<file path="src/rtl/button_event_decoder.sv">
// button_event_decoder: turns a debounced level into press/release/long/repeat pulses and a press count
module button_event_decoder #(
    parameter int LONG_CYCLES   = 16,
    parameter int REPEAT_CYCLES = 4,
    parameter int CNT_W         = 8
) (
    input  logic             clk,
    input  logic             reset,
    input  logic             sig_in,
    output logic             level,
    output logic             press_pulse,
    output logic             release_pulse,
    output logic             long_pulse,
    output logic             repeat_pulse,
    output logic [CNT_W-1:0] press_count
);
    typedef enum logic [1:0] {IDLE = 2'd0, HELD = 2'd1, LONG = 2'd2} state_t;

    localparam logic [15:0] LONG_LAST = 16'(LONG_CYCLES - 1);
    localparam logic [15:0] REP_LAST  = 16'(REPEAT_CYCLES - 1);

    state_t      state, state_n;
    logic [15:0] hold_cnt, hold_n, hold_inc;
    logic [15:0] rep_cnt, rep_n, rep_inc;
    logic        press_n, release_n, long_n, repeat_n;

    assign hold_inc = (hold_cnt == 16'hFFFF) ? hold_cnt : hold_cnt + 16'd1;
    assign rep_inc  = (rep_cnt == 16'hFFFF) ? rep_cnt : rep_cnt + 16'd1;

    // next state, counters and pulse selection; release has priority over long/repeat
    always_comb begin
        state_n   = IDLE;
        hold_n    = 16'd0;
        rep_n     = 16'd0;
        press_n   = 1'b0;
        release_n = 1'b0;
        long_n    = 1'b0;
        repeat_n  = 1'b0;
        case (state)
            IDLE: begin
                press_n = sig_in;
                state_n = sig_in ? HELD : IDLE;
            end
            HELD: begin
                release_n = !sig_in;
                long_n    = sig_in && (hold_cnt == LONG_LAST);
                state_n   = !sig_in ? IDLE : (long_n ? LONG : HELD);
                hold_n    = (sig_in && !long_n) ? hold_inc : 16'd0;
            end
            LONG: begin
                release_n = !sig_in;
                repeat_n  = sig_in && (rep_cnt == REP_LAST);
                state_n   = sig_in ? LONG : IDLE;
                hold_n    = sig_in ? hold_inc : 16'd0;
                rep_n     = (sig_in && !repeat_n) ? rep_inc : 16'd0;
            end
            default: state_n = IDLE;
        endcase
    end

    // every output and counter is registered; reset clears everything asynchronously
    always_ff @(posedge clk or posedge reset) begin
        if (reset) begin
            state         <= IDLE;
            hold_cnt      <= 16'd0;
            rep_cnt       <= 16'd0;
            level         <= 1'b0;
            press_pulse   <= 1'b0;
            release_pulse <= 1'b0;
            long_pulse    <= 1'b0;
            repeat_pulse  <= 1'b0;
            press_count   <= '0;
        end else begin
            state         <= state_n;
            hold_cnt      <= hold_n;
            rep_cnt       <= rep_n;
            level         <= sig_in;
            press_pulse   <= press_n;
            release_pulse <= release_n;
            long_pulse    <= long_n;
            repeat_pulse  <= repeat_n;
            if (press_n)
                press_count <= press_count + CNT_W'(1);
        end
    end
endmodule
</file>
<file path="config.mk">
export PLATFORM = sky130hd
export DESIGN_NAME = button_event_decoder
export DESIGN_NICKNAME = d
export VERILOG_FILES = /design/src/rtl/button_event_decoder.sv
export SDC_FILE = /design/constraint.sdc
export NUM_CORES = 1
export LEC_CHECK = 0
export ABC_AREA = 1
export BUFFER_PORTS_ARGS = -buffer_cell sky130_fd_sc_hd__buf_4
export CORE_MARGIN = 2
export CORE_UTILIZATION = 61
export DETAILED_ROUTE_END_ITERATION = 8
export GPL_TIMING_DRIVEN = 0
export PLACE_DENSITY = 0.8
export SLEW_MARGIN = 15
export SYNTH_ARGS = -nofsm -noshare
export SYNTH_HDL_FRONTEND = slang
export SYNTH_SLANG_ARGS = --single-unit
export TNS_END_PERCENT = 100
</file>
<file path="constraint.sdc">
create_clock -name clk -period 1.9 [get_ports clk]
set_input_delay 0.095 -clock clk [delete_from_list [all_inputs] [get_ports clk]]
set_output_delay 0.095 -clock clk [all_outputs]
set_load 0.02 [all_outputs]
</file>
# == Yosys cells after proc, flatten, opt, wreduce, memory -nomap -nowiden ==
# Index checks and enable logic that the tools add are counted.
# classes
addsub,3
n_mul,0
div,0
n_lt_le_gt_ge,0
n_eq_ne,7
shift,0
n_mux,16
n_bitwise,0
reduce_logical,9
# op_table
operator,n
$mux 16,6
$add 16x1->16 const B,2
$eq 16x16->1 const B,2
$pmux 16 s2,1
$eq 16x2->1 const B,1
$eq 16x4->1 const B,1
$add 8x1->8 const B,1
$mux 2,3
$pmux 2 s3,1
$mux 1,5
$logic_and 1x1->1,4
$logic_not 1->1,3
$ne 3x3->1 const B,1
$eq 2x1->1 const B,1
$eq 2x2->1 const B,1
$logic_not 2->1,1
$reduce_or 2->1,1
# totals
ff_bits,47
latchBits,0
ram_bits,0
romBits,0
in_bits,3
out_inout_bits,13
word_cells,44
memories,0

# == Logic depth before layout (Yosys ltp) ==
# Gate-level depths: netlist of the first run.
# depth
depth_word,6
depth_mapped,9
ltp_nobuf,9

# == Worst setup path after synthesis of the first run ==
# OpenSTA, ideal clock, no wires.
# synth_path
path_type,flip-flop to flip-flop
from,register hold_cnt[0]
to,register hold_cnt[1]
setup_ns,0.073
arrival_time_ns,1.304
required_ns,1.827
path_slack_ns,0.523
path_stages_with_launch,8
path_buffers,0
cell_sequence,dfrtp_1 -> ha_1 -> nand2_1 -> nor2_8 -> nand4_4 -> clkinv_4 -> nand2_2 -> a21oi_2
# synth_between
elab_chain_len,6
elab_cells_between_ends,10
# synth_lines
element,line,source
from (decl),23,"logic [15:0] hold_cnt, hold_n, hold_inc;"
from (signal assigned),75,hold_cnt <= hold_n;
branches (longest 5 deep; another with $add 16x1->16),-,
$pmux 16 s2 (*),39,case (state)
via hold_n[1],23,
# Mark *: on every way through the listed nets, which the timed path passes.
# A chain may end at the register's enable or synchronous reset.

# == Worst setup path after layout of the first run ==
# layout_path
from,register state[0]
to,register rep_cnt[7]
# layout_between
elab_chain_len,2
elab_cells_between_ends,3
# layout_lines
element,line,source
from (decl),22,"state_t state, state_n;"
from (signal assigned),74,state <= state_n;
$eq 2x2->1 (*),39,
$ne 3x3->1 (no source line) / $mux 16 (equally long branches),-,
to (signal assigned),76,rep_cnt <= rep_n;
to (decl),24,"logic [15:0] rep_cnt, rep_n, rep_inc;"
# Every way passes the cells marked *; elsewhere a longest branch is shown, timed or not.

==> qor.csv, run 1 <==
metric,value,unit
vias,2432,
max_slew_margin,65.4,%
synth_edf_count,0,
post-route-util,71.5,%
num_rows,24,
grt_pass1_vias,2314,
grt_pass1_wl,10400,um
dieArea,5180,sq um
die_h,72.0,um
finalSetupTns,0,ns
io_pins,16,
ys_seq_elements,47,
cts.sinks,47,
synthTopCellsByCount,"nand2_1, nor2_1, inv_1, dfrtp_1, nand3_1",
drive_above_1_share,12.6,%
cp-start-kind,register,
netlist_instances,372,
wire_per_inst,13.2,um
path_class,register to register,
antenna_cells,0,
critPathArrivalTime,1.92,ns
max-cap-violations,0,
numPortBuffers,15,
ir_worst_vdd,589,uV
floorplan.initialDensity,63.8,%
path_clk_slew,0.10,ns
synth_top_cell_area_share,41.7,%
postRouteWirelength,5940,um
fillCellCount,376,
required,2.15,ns
hp-class,input pin to asynchronous set/reset pin,
synth_cell_type_count,31,
yosysTopAreaCell,dfrtp_1,
yosys_warnings,0,
antenna_found_initial,0,
fin_skew,0.0117,ns
syn2layout_area_growth,12.0,%
crit_path_end_kind,register,
fin_crit,1.67,ns
clkLatencyLatePin,0.30,ns
min_period_over_period,87.8,%
grt_max_degree,38,
clk_path_buf_depth,2,
synth-seq-area-share,41.7,%
avgSynthCellArea,7.57,sq um
hold_viol_final,0,
setup_violations,0,
slew_viol_final,0,
synth_nets,382,
gp_congestion,0.911,
ys.flop_type,dfrtp_1,
drt-initial-drc-count,145,
postPlaceCellArea,3020,sq um
vias_per_cell,5.40,
power_leakage,1.54,nW
synth_most_common_cell,nand2_1,
status,finished clean,
fp.dieW,72.0,um
place_hpwl,4520,um
numCtsBuffers,5,
final_cell_area,3160,sq um
timing.fmax,599,MHz
ctsRootBufferMaster,clkbuf_8,
coreArea,4410,sq um
async_flop_share,100,%
grt_usage,25.4,%
grt_overflow_total,0,
p_per_area,743,nW/um^2
rsz0062_at_grt,no,
synth_area_leaders,"dfrtp_1, nand2_1, nor2_1, nand3_1, inv_1",
syn-cell-area,2820,sq um
antenna_left,0,
layout.nets,407,
htree_levels,2,
cp_max_fo,8,
first_pass_iters,4,
cts_tree,built,
cts_setup_buffers,0,
max_slew.worst_pin.slew,0.519,ns
drc,0,
==> worst paths after layout <==
| kind | start | to | slack, ns | cells past startpoint |
|---|---|---|---|---|
| worst min-delay path | reset | hold_cnt[2]$_DFF_PP0_ | 0.29 | 3 |
| max in group asynchronous | reset | hold_cnt[10]$_DFF_PP0_ | 1.14 | 4 |
| worst max-delay path | state[0]$_DFF_PP0_ | rep_cnt[7]$_DFFE_PP0P_ | 0.23 | 8 |
| worst min register to register | press_count[6]$_DFFE_PP0P_ | press_count[6]$_DFFE_PP0P_ | 0.51 | 1 |
| worst max register to register | state[0]$_DFF_PP0_ | rep_cnt[7]$_DFFE_PP0P_ | 0.23 | 8 |
| min in group clk | press_count[6]$_DFFE_PP0P_ | press_count[6]$_DFFE_PP0P_ | 0.51 | 1 |
==> logic make-up (layout without fill, tap and decap cells) <==
| logic type | Yosys count | in the layout | synth area share (%) |
|---|---|---|---|
| simple gates | 232 | 232 | 39.8 |
| buf+inv | 52 | 78 | 7.10 |
| flops | 47 | 47 | 41.7 |
| compound gates | 22 | 22 | 4.53 |
| xor+xnor | 12 | 12 | 3.73 |
| fa+ha+maj | 7 | 7 | 3.11 |
==> cell type report <==
type                            count  area (sq um)  area share [%]
Sequential cell                    47          1180            37.3
Timing Repair Buffer               18           153            4.84
Buffer                              1          3.75           0.119
Tap cell                           52          65.1            2.06
Clock buffer                        6          82.6            2.62
Multi-Input combinational cell    273          1440            45.7
Clock inverter                      2          38.8            1.23
Inverter                           51           196            6.22
==> sequential cells by signal, summed over array words and instances, names as in the netlist <==
register       flops
press_count        8
rep_cnt           16
press_pulse        1
level              1
state              2
long_pulse         1
hold_cnt          16
release_pulse      1
repeat_pulse       1
==> worst max-delay path, cell delays in order (launching register included) <==
cell and delay (ns):
dfrtp_1 0.41, inv_1 0.09, ha_1 0.31, nand2_1 0.19
inv_1 0.10, nand2_2 0.13, inv_1 0.19, nand3_1 0.13
nand2_1 0.08
==> where the power goes <==
group | switching [mW] | total, mW | internal, mW
Clock | 0.346 | 0.779 | 0.433
Sequential | 0.0723 | 1.15 | 1.07
Combinational | 0.256 | 0.421 | 0.165
Total | 0.674 | 2.35 | 1.67
==> layout by cell type (no fill, tap or decap), drive strengths merged, types with 9 or more instances in the layout <==
master | Yosys | layout
nor2 | 67 | 67
dfrtp | 47 | 47
a21oi | 10 | 10
nand2 | 91 | 91
xor2 | 9 | 9
nor3 | 10 | 10
buf | 0 | 16
inv | 50 | 51
nand3 | 45 | 45
nand4 | 13 | 13
==> through the flow <==
step           hold WS [ns]  power (mW)  cells  worst slack [ns]
6_report              0.288        2.35    450             0.232
5_1_grt               0.300        2.46    450            0.0736
4_1_cts               0.281        2.36    450             0.234
3_5_place_dp         0.0517        1.58    440             0.243
3_3_place_gp          0.275        1.56    439            0.0914
2_1_floorplan         0.126        1.41    372             0.523
==> per-layer routing <==
| metal | vias up | wire, um | GRT usage (%) | share of wire, % |
|---|---|---|---|---|
| met5 | - | 0 | 0 | 0 |
| met4 | 0 | 106 | 9.43 | 1.8 |
| met3 | 11 | 213 | 3.89 | 3.6 |
| met2 | 40 | 3030 | 43.9 | 51 |
| met1 | 1142 | 2600 | 32.5 | 44 |
| li1 | 1239 | - | - | - |
==> repair_timing <==
item                                    in CTS  in global routing
hold buffers                                 2                  0
endpoints found under the hold margin       12                  0
endpoints found under the setup margin       0                  0
gates resized for setup                      0                  0
No activity file was read; power rests on OpenSTA's default activity.
==> run 2, diff against run 1 <==
--- a/config.mk
+++ b/config.mk
@@ -10,8 +10,10 @@
 export CORE_MARGIN = 2
 export CORE_UTILIZATION = 61
 export DETAILED_ROUTE_END_ITERATION = 8
+export GPL_ROUTABILITY_DRIVEN = 0
 export GPL_TIMING_DRIVEN = 0
-export PLACE_DENSITY = 0.8
+export MAX_ROUTING_LAYER = met4
+export PLACE_DENSITY = 0.86
 export SLEW_MARGIN = 15
 export SYNTH_ARGS = -nofsm -noshare
 export SYNTH_HDL_FRONTEND = slang
==> run 2 against run 1 <==
Utilization down 0.43 points. Critical path depth down 1. First-iteration DRC count up 17%. Count of clock-buffer cells in the layout unchanged. Critical path type unchanged. Register-to-register slack worse by 0.03 ns. Sequential power about the same. Routed wire length up 4.4%.
==> qor.csv, run 2 (same netlist as run 1, synthesis figures left out) <==
metric,value,unit,change
first_pass_iters,6,,+2
reg_top3,"hold_cnt x16, rep_cnt x16, press_count x8",,
cts_tree,built,,
cts_resized,0,,unchanged
vias,2503,,+2.9%
floorplan.initialDensity,63.8,%,unchanged
finalSetupTns,0,ns,unchanged
required,2.14,ns,about the same
die_h,72.0,um,unchanged
min_period_over_period,89.3,%,+1.5 points
numCtsBuffers,5,,unchanged
path_clk_slew,0.08,ns,-0.02 ns
hold_viol_final,0,,unchanged
fp.dieW,72.0,um,unchanged
cp-start-kind,register,,
antenna_left,0,,unchanged
final_cell_mix,"nand2_1, nor2_1, inv_1, dfrtp_1, nand3_1",,
ctsRootBufferMaster,clkbuf_8,,
fillCellCount,351,,-6.6%
fin_ws,0.203,ns,-0.0289 ns
clk_path_buf_depth,2,,unchanged
path_class,register to register,,
syn2layout_area_growth,11.4,%,
status,finished clean,,
coreArea,4410,sq um,unchanged
numPortBuffers,15,,unchanged
max_slew_margin,66.3,%,+0.88 points
cts_setup_buffers,0,,unchanged
rsz0062_at_grt,no,,
antenna_cells,0,,unchanged
critPathArrivalTime,1.93,ns,about the same
seq_area,1180,sq um,unchanged
p_per_area,727,nW/um^2,-2.2%
hp-class,input pin to asynchronous set/reset pin,,
htree_levels,2,,unchanged
grt_max_degree,29,,-24%
power_leakage,1.53,nW,-0.69%
grt_pass1_vias,2435,,+5.2%
crit_path_end_kind,register,,
final_common_cell,nand2_1,,
ir_worst_vdd,627,uV,+6.4%
drt-initial-drc-count,169,,+17%
fin_skew,0.00527,ns,-0.00641 ns
cp_max_fo,7,,-1
max-cap-violations,0,,unchanged
fin_crit,1.70,ns,+0.0289 ns
wire_per_inst,13.8,um,+4.7%
layout.nets,407,,unchanged
cts.sinks,47,,unchanged
place_hpwl,4550,um,+0.70%
multiInputGateArea,1440,sq um,unchanged
antenna_found_initial,0,,unchanged
timing.fmax,589,MHz,-1.7%
setup_violations,0,,unchanged
clkLatencyLatePin,0.30,ns,about the same
io_pins,16,,unchanged
postRouteWirelength,6210,um,+4.4%
dieArea,5180,sq um,unchanged
slew_viol_final,0,,unchanged
drive_above_1_share,12.1,%,-0.47 points
grt_pass1_wl,10900,um,+4.9%
drc,0,,unchanged
grt_usage,27.8,%,+2.3 points
num_rows,24,,unchanged
grt_overflow_total,0,,unchanged
post-route-util,71.1,%,-0.43 points
max_slew.worst_pin.slew,0.506,ns,-0.0132 ns
place_ws,0.259,ns,+0.0157 ns
vias_per_cell,5.57,,+3.1%
-- run 2: cell types whose count changed in the layout (fill, tap and decap cells not counted), sizes merged --
cell,previous run,this run
inv,51,50
-- run 2: metrics by stage --
| step | instances | power, mW | area [sq um] | hold slack [ns] |
|---|---|---|---|---|
| 4_1_cts | 449 | 2.29 | 3140 | 0.381 |
| 6_report | 449 | 2.28 | 3140 | 0.368 |
| 3_3_place_gp | 439 | 1.56 | 3000 | 0.273 |
| 5_1_grt | 449 | 2.37 | 3140 | 0.413 |
| 2_1_floorplan | 372 | 1.41 | 2820 | 0.126 |
| 3_5_place_dp | 440 | 1.59 | 3020 | 0.139 |
-- run 2: routing by layer --
metal / wire length (um) / share of wire (%) / track usage (%) / vias to the layer above
met1: 2620 / 42 / 34.1 / 1159
met5: 0 / 0 / - / -
met4: 100 / 1.6 / 7.76 / 0
met3: 295 / 4.8 / 5.00 / 20
met2: 3190 / 51 / 47.3 / 85
li1: - / - / - / 1239
-- run 2: power by group --
part	total [mW]	internal (mW)	switching, mW
sequential	1.15	1.07	0.0750
clock	0.708	0.386	0.322
combinational	0.424	0.164	0.260
total	2.28	1.62	0.657
-- run 2: timing repair --
action,in CTS,in global routing
endpoints found under the setup margin,0,0
hold buffers,2,0
endpoints found under the hold margin,20,0
-- run 2: cell type report --
class,instances,share of cell area (%)
Buffer,1,0.120
Timing Repair Buffer,18,4.86
Tap cell,52,2.07
Clock buffer,6,2.31
Clock inverter,1,0.957
Inverter,51,6.26
Multi-Input combinational cell,273,45.9
Sequential cell,47,37.5
-- run 2: final timing paths --
check | to | depth (start not counted) | from | slack [ns]
max | rep_cnt[4]$_DFFE_PP0P_ | 7 | rep_cnt[0]$_DFFE_PP0P_ | 0.20
min | release_pulse$_DFF_PP0_ | 3 | reset | 0.37
max reg2reg | rep_cnt[4]$_DFFE_PP0P_ | 7 | rep_cnt[0]$_DFFE_PP0P_ | 0.20
min reg2reg | press_count[7]$_DFFE_PP0P_ | 2 | press_count[7]$_DFFE_PP0P_ | 0.51
max in group asynchronous | hold_cnt[11]$_DFF_PP0_ | 4 | reset | 1.02
min in group clk | press_count[7]$_DFFE_PP0P_ | 2 | press_count[7]$_DFFE_PP0P_ | 0.51
-- run 2: critical path, cell delays in order (launching register included) --
cell	delay (ns)
dfrtp_1	0.41
ha_1	0.29
nand2_2	0.12
nor2_4	0.18
nand3_2	0.11
nor3_1	0.21
nand3_1	0.21
nand2_1	0.12
==> run 3, diff against run 2 <==
--- a/config.mk
+++ b/config.mk
@@ -5,15 +5,15 @@
 export SDC_FILE = /design/constraint.sdc
 export NUM_CORES = 1
 export LEC_CHECK = 0
-export ABC_AREA = 1
+export ABC_AREA = 0
 export BUFFER_PORTS_ARGS = -buffer_cell sky130_fd_sc_hd__buf_4
 export CORE_MARGIN = 2
-export CORE_UTILIZATION = 61
+export CORE_UTILIZATION = 60
 export DETAILED_ROUTE_END_ITERATION = 8
 export GPL_ROUTABILITY_DRIVEN = 0
 export GPL_TIMING_DRIVEN = 0
 export MAX_ROUTING_LAYER = met4
-export PLACE_DENSITY = 0.86
+export PLACE_DENSITY = 0.85
 export SLEW_MARGIN = 15
 export SYNTH_ARGS = -nofsm -noshare
 export SYNTH_HDL_FRONTEND = slang
==> run 3 against run 2 <==
The flow now finishes with violations (setup timing). Global-route usage down 2.1 points. Sequential share of layout area is 1.5 points higher. Clock skew increased by 0.00069 ns. Die area down 6.1%. Synthesized cell count shrank 28%. Register-to-register slack worse by 0.24 ns. Combinational power is 12% lower. Maximum frequency decreased by 12%. Final area shrank 3.7%. Synthesized area decreased by 8.0%.
==> qor.csv, run 3 <==
metric,value,unit,change
fillCellCount,284,,-19%
grt_usage,25.7,%,-2.1 points
final_cell_mix,"dfrtp_1, nand2_1, buf_4, nor2_1, nand3_1",,
reg2reg_setup_slack,-0.04,ns,-0.24 ns
wire_per_inst,17.1,um,+24%
final_cell_area,3020,sq um,-3.7%
placed_cells,333,,-24%
clk_path_buf_depth,2,,unchanged
clkLatencyLatePin,0.29,ns,about the same
drt-initial-drc-count,228,,+35%
timing.fmax,516,MHz,-12%
power_frac_comb,16.7,%,-1.9 points
synth_nets,277,,-27%
synth_cell_type_count,54,,+74%
cp-start-kind,register,,
netlist_instances,267,,-28%
synthTopCellsByCount,"dfrtp_1, nand2_1, nor2_1, nand3_1, a21oi_1",,
regToRegEndpoint,hold_cnt[3]$_DFF_PP0_,,
ys.flop_type,dfrtp_1,,
htree_levels,2,,unchanged
crit_path_end_kind,register,,
required,2.06,ns,-0.08 ns
switchingPower,0.602,mW,-8.4%
num_rows,23,,-4.2%
max_slew_margin,62.3,%,-4.0 points
vias_per_cell,6.32,,+13%
synth_top_family_by_area,simple AND/OR/NAND/NOR gates,,
layout.nets,305,,-25%
min_period_over_period,102,%,+13 points
slowest_delay,0.57,ns,+0.16 ns
path_class,register to register,,
avgSynthCellArea,9.71,sq um,+28%
power_leakage,1.22,nW,-20%
coreArea,4090,sq um,-7.4%
io_pins,16,,unchanged
first_pass_iters,4,,-2
die_h,69.7,um,-3.1%
synth_fa_ha_area_share,3.38,%,+0.27 points
reg2reg_from,hold_cnt[5]$_DFF_PP0_,,
seq_area,1180,sq um,+0.11%
async_flop_share,100,%,unchanged
fin_skew,0.00596,ns,+0.000691 ns
yosysTopAreaCell,dfrtp_1,,
grt_overflow_total,0,,unchanged
layout.cells.non_filler,345,,-23%
hp-class,input pin to asynchronous set/reset pin,,
p_total,2.22,mW,-2.5%
postRouteWirelength,5900,um,-5.0%
slowest_stage,nor4_1,,
grt_pass1_vias,2043,,-16%
antenna_found_initial,0,,unchanged
fp.dieW,69.7,um,-3.1%
cts_tree,built,,
drive_above_1_share,20.3,%,+8.2 points
grt_max_degree,38,,+31%
floorplan.initialDensity,63.4,%,-0.39 points
reg_top3,"hold_cnt x16, rep_cnt x16, press_count x8",,
synth_xor_area_share,3.38,%,-0.35 points
violations,setup timing,,
dieArea,4860,sq um,-6.1%
cts.sinks,47,,unchanged
max_slew.worst_pin.slew,0.561,ns,+0.0552 ns
ir_worst_vdd,394,uV,-37%
synth_top_cell_area_share,45.4,%,+3.6 points
numPortBuffers,15,,unchanged
clock_power_share,31.5,%,+0.5 points
synth-seq-area-share,45.4,%,+3.6 points
p_per_area,736,nW/um^2,+1.3%
max-cap-violations,0,,unchanged
hold_viol_final,0,,unchanged
drc,0,,unchanged
syn-cell-area,2590,sq um,-8.0%
place_hpwl,3770,um,-17%
multiInputGateArea,1390,sq um,-3.4%
fin_crit,1.94,ns,+0.240 ns
ys_seq_elements,47,,unchanged
antenna_left,0,,unchanged
fin_ws,-0.0372,ns,-0.240 ns
postPlaceCellArea,2790,sq um,-7.6%
sw_frac_of_total,27.1,%,-1.7 points
path_clk_slew,0.08,ns,about the same
power.internal,1.62,mW,-0.12%
synth_most_common_cell,dfrtp_1,,
final_common_cell,dfrtp_1,,
ctsRootBufferMaster,clkbuf_8,,
grt_pass1_wl,9850,um,-9.4%
slew_viol_final,0,,unchanged
crit_path_cell_trace,"nor4_1, a41oi_2, o21ai_4, buf_6, a31oi_1",,
p_seq_share,51.8,%,+1.4 points
setup_violations,16,,+16
ff2ff_path_depth,5,,-2
critPathArrivalTime,2.10,ns,+0.17 ns
synth_edf_count,0,,unchanged
status,"finished, violations left",,
synth-compound-area-share,12.3,%,+7.8 points
numCtsBuffers,5,,unchanged
yosys_warnings,0,,unchanged
cp_max_fo,10,,+3
vias,2179,,-13%
synth_area_leaders,"dfrtp_1, nand2_1, nand3_1, ha_1, nor4_1",,
synthMuxAreaShare,3.52,%,+3.5 points
antenna_cells,0,,unchanged
synth-simple-area-share,27.9,%,-12 points
syn2layout_area_growth,16.5,%,
## run 3: power groups by stage
stage / Clock (mW) / Combinational (mW) / Sequential [mW]
floorplan: 0 / 0.137 / 1.24
global placement: 0 / 0.344 / 1.16
detailed placement: 0 / 0.366 / 1.17
CTS: 0.714 / 0.370 / 1.15
global route: 0.756 / 0.408 / 1.16
finish: 0.700 / 0.371 / 1.15
## run 3: per-stage QoR
stage               util [%]  hold slack [ns]  TNS [ns]  setup slack, ns
floorplan                  -            0.126         0            0.145
global placement        67.7            0.254    -0.649          -0.0951
detailed placement      68.2           0.0470     -1.09           -0.124
CTS                     72.0            0.285         0          0.00453
global route            73.9            0.318     -1.92           -0.135
finish                  73.9            0.299    -0.257          -0.0372
## run 3: worst max-delay path by stage
stage / slack (ns) / end / startpoint / cells past startpoint
after floorplan: 0.14 / hold_cnt[9]$_DFF_PP0_ / hold_cnt[0]$_DFF_PP0_ / 6
after global placement: -0.1 / rep_cnt[6]$_DFFE_PP0P_ / rep_cnt[0]$_DFFE_PP0P_ / 6
after detailed placement: -0.12 / rep_cnt[6]$_DFFE_PP0P_ / rep_cnt[0]$_DFFE_PP0P_ / 6
after CTS: 0.005 / hold_cnt[14]$_DFF_PP0_ / hold_cnt[0]$_DFF_PP0_ / 5
after global routing: -0.14 / hold_cnt[3]$_DFF_PP0_ / hold_cnt[5]$_DFF_PP0_ / 5
final: -0.04 / hold_cnt[3]$_DFF_PP0_ / hold_cnt[5]$_DFF_PP0_ / 5
## run 3: cells by family after synthesis
| family | Yosys count |
|---|---|
| simple gates | 127 |
| flops | 47 |
| compound gates | 46 |
| buf+inv | 21 |
| xor+xnor | 10 |
| mux | 9 |
| fa+ha+maj | 7 |
## run 3: critical path: cells and delay by family (launching register included)
family | cells | cell delay [ns]
compound gates | 3 | 0.57
simple gates | 1 | 0.57
flops | 1 | 0.49
buf+inv | 1 | 0.17
## run 3: routing by layer
layer | track usage (%) | vias to the layer above | wire, um
li1 | - | 1030 | -
met1 | 35.2 | 1057 | 2610
met2 | 39.7 | 86 | 2870
met3 | 5.23 | 6 | 361
met4 | 5.98 | 0 | 51
met5 | - | - | 0
## run 3: area by class of cell
cell class	count	area share (%)
inverter	12	1.49
buffer	9	2.15
multi-input combinational	199	46.1
clock buffer	6	2.40
tap	50	2.07
clock inverter	1	0.994
sequential	47	39.0
timing repair buffer	21	5.80
## run 3: timing repair
action	CTS	global route
buffers inserted	0	3
pin swaps	1	3
hold endpoints to repair	12	0
setup endpoints to repair	22	27
hold buffers	2	0
gates resized for setup	5	10
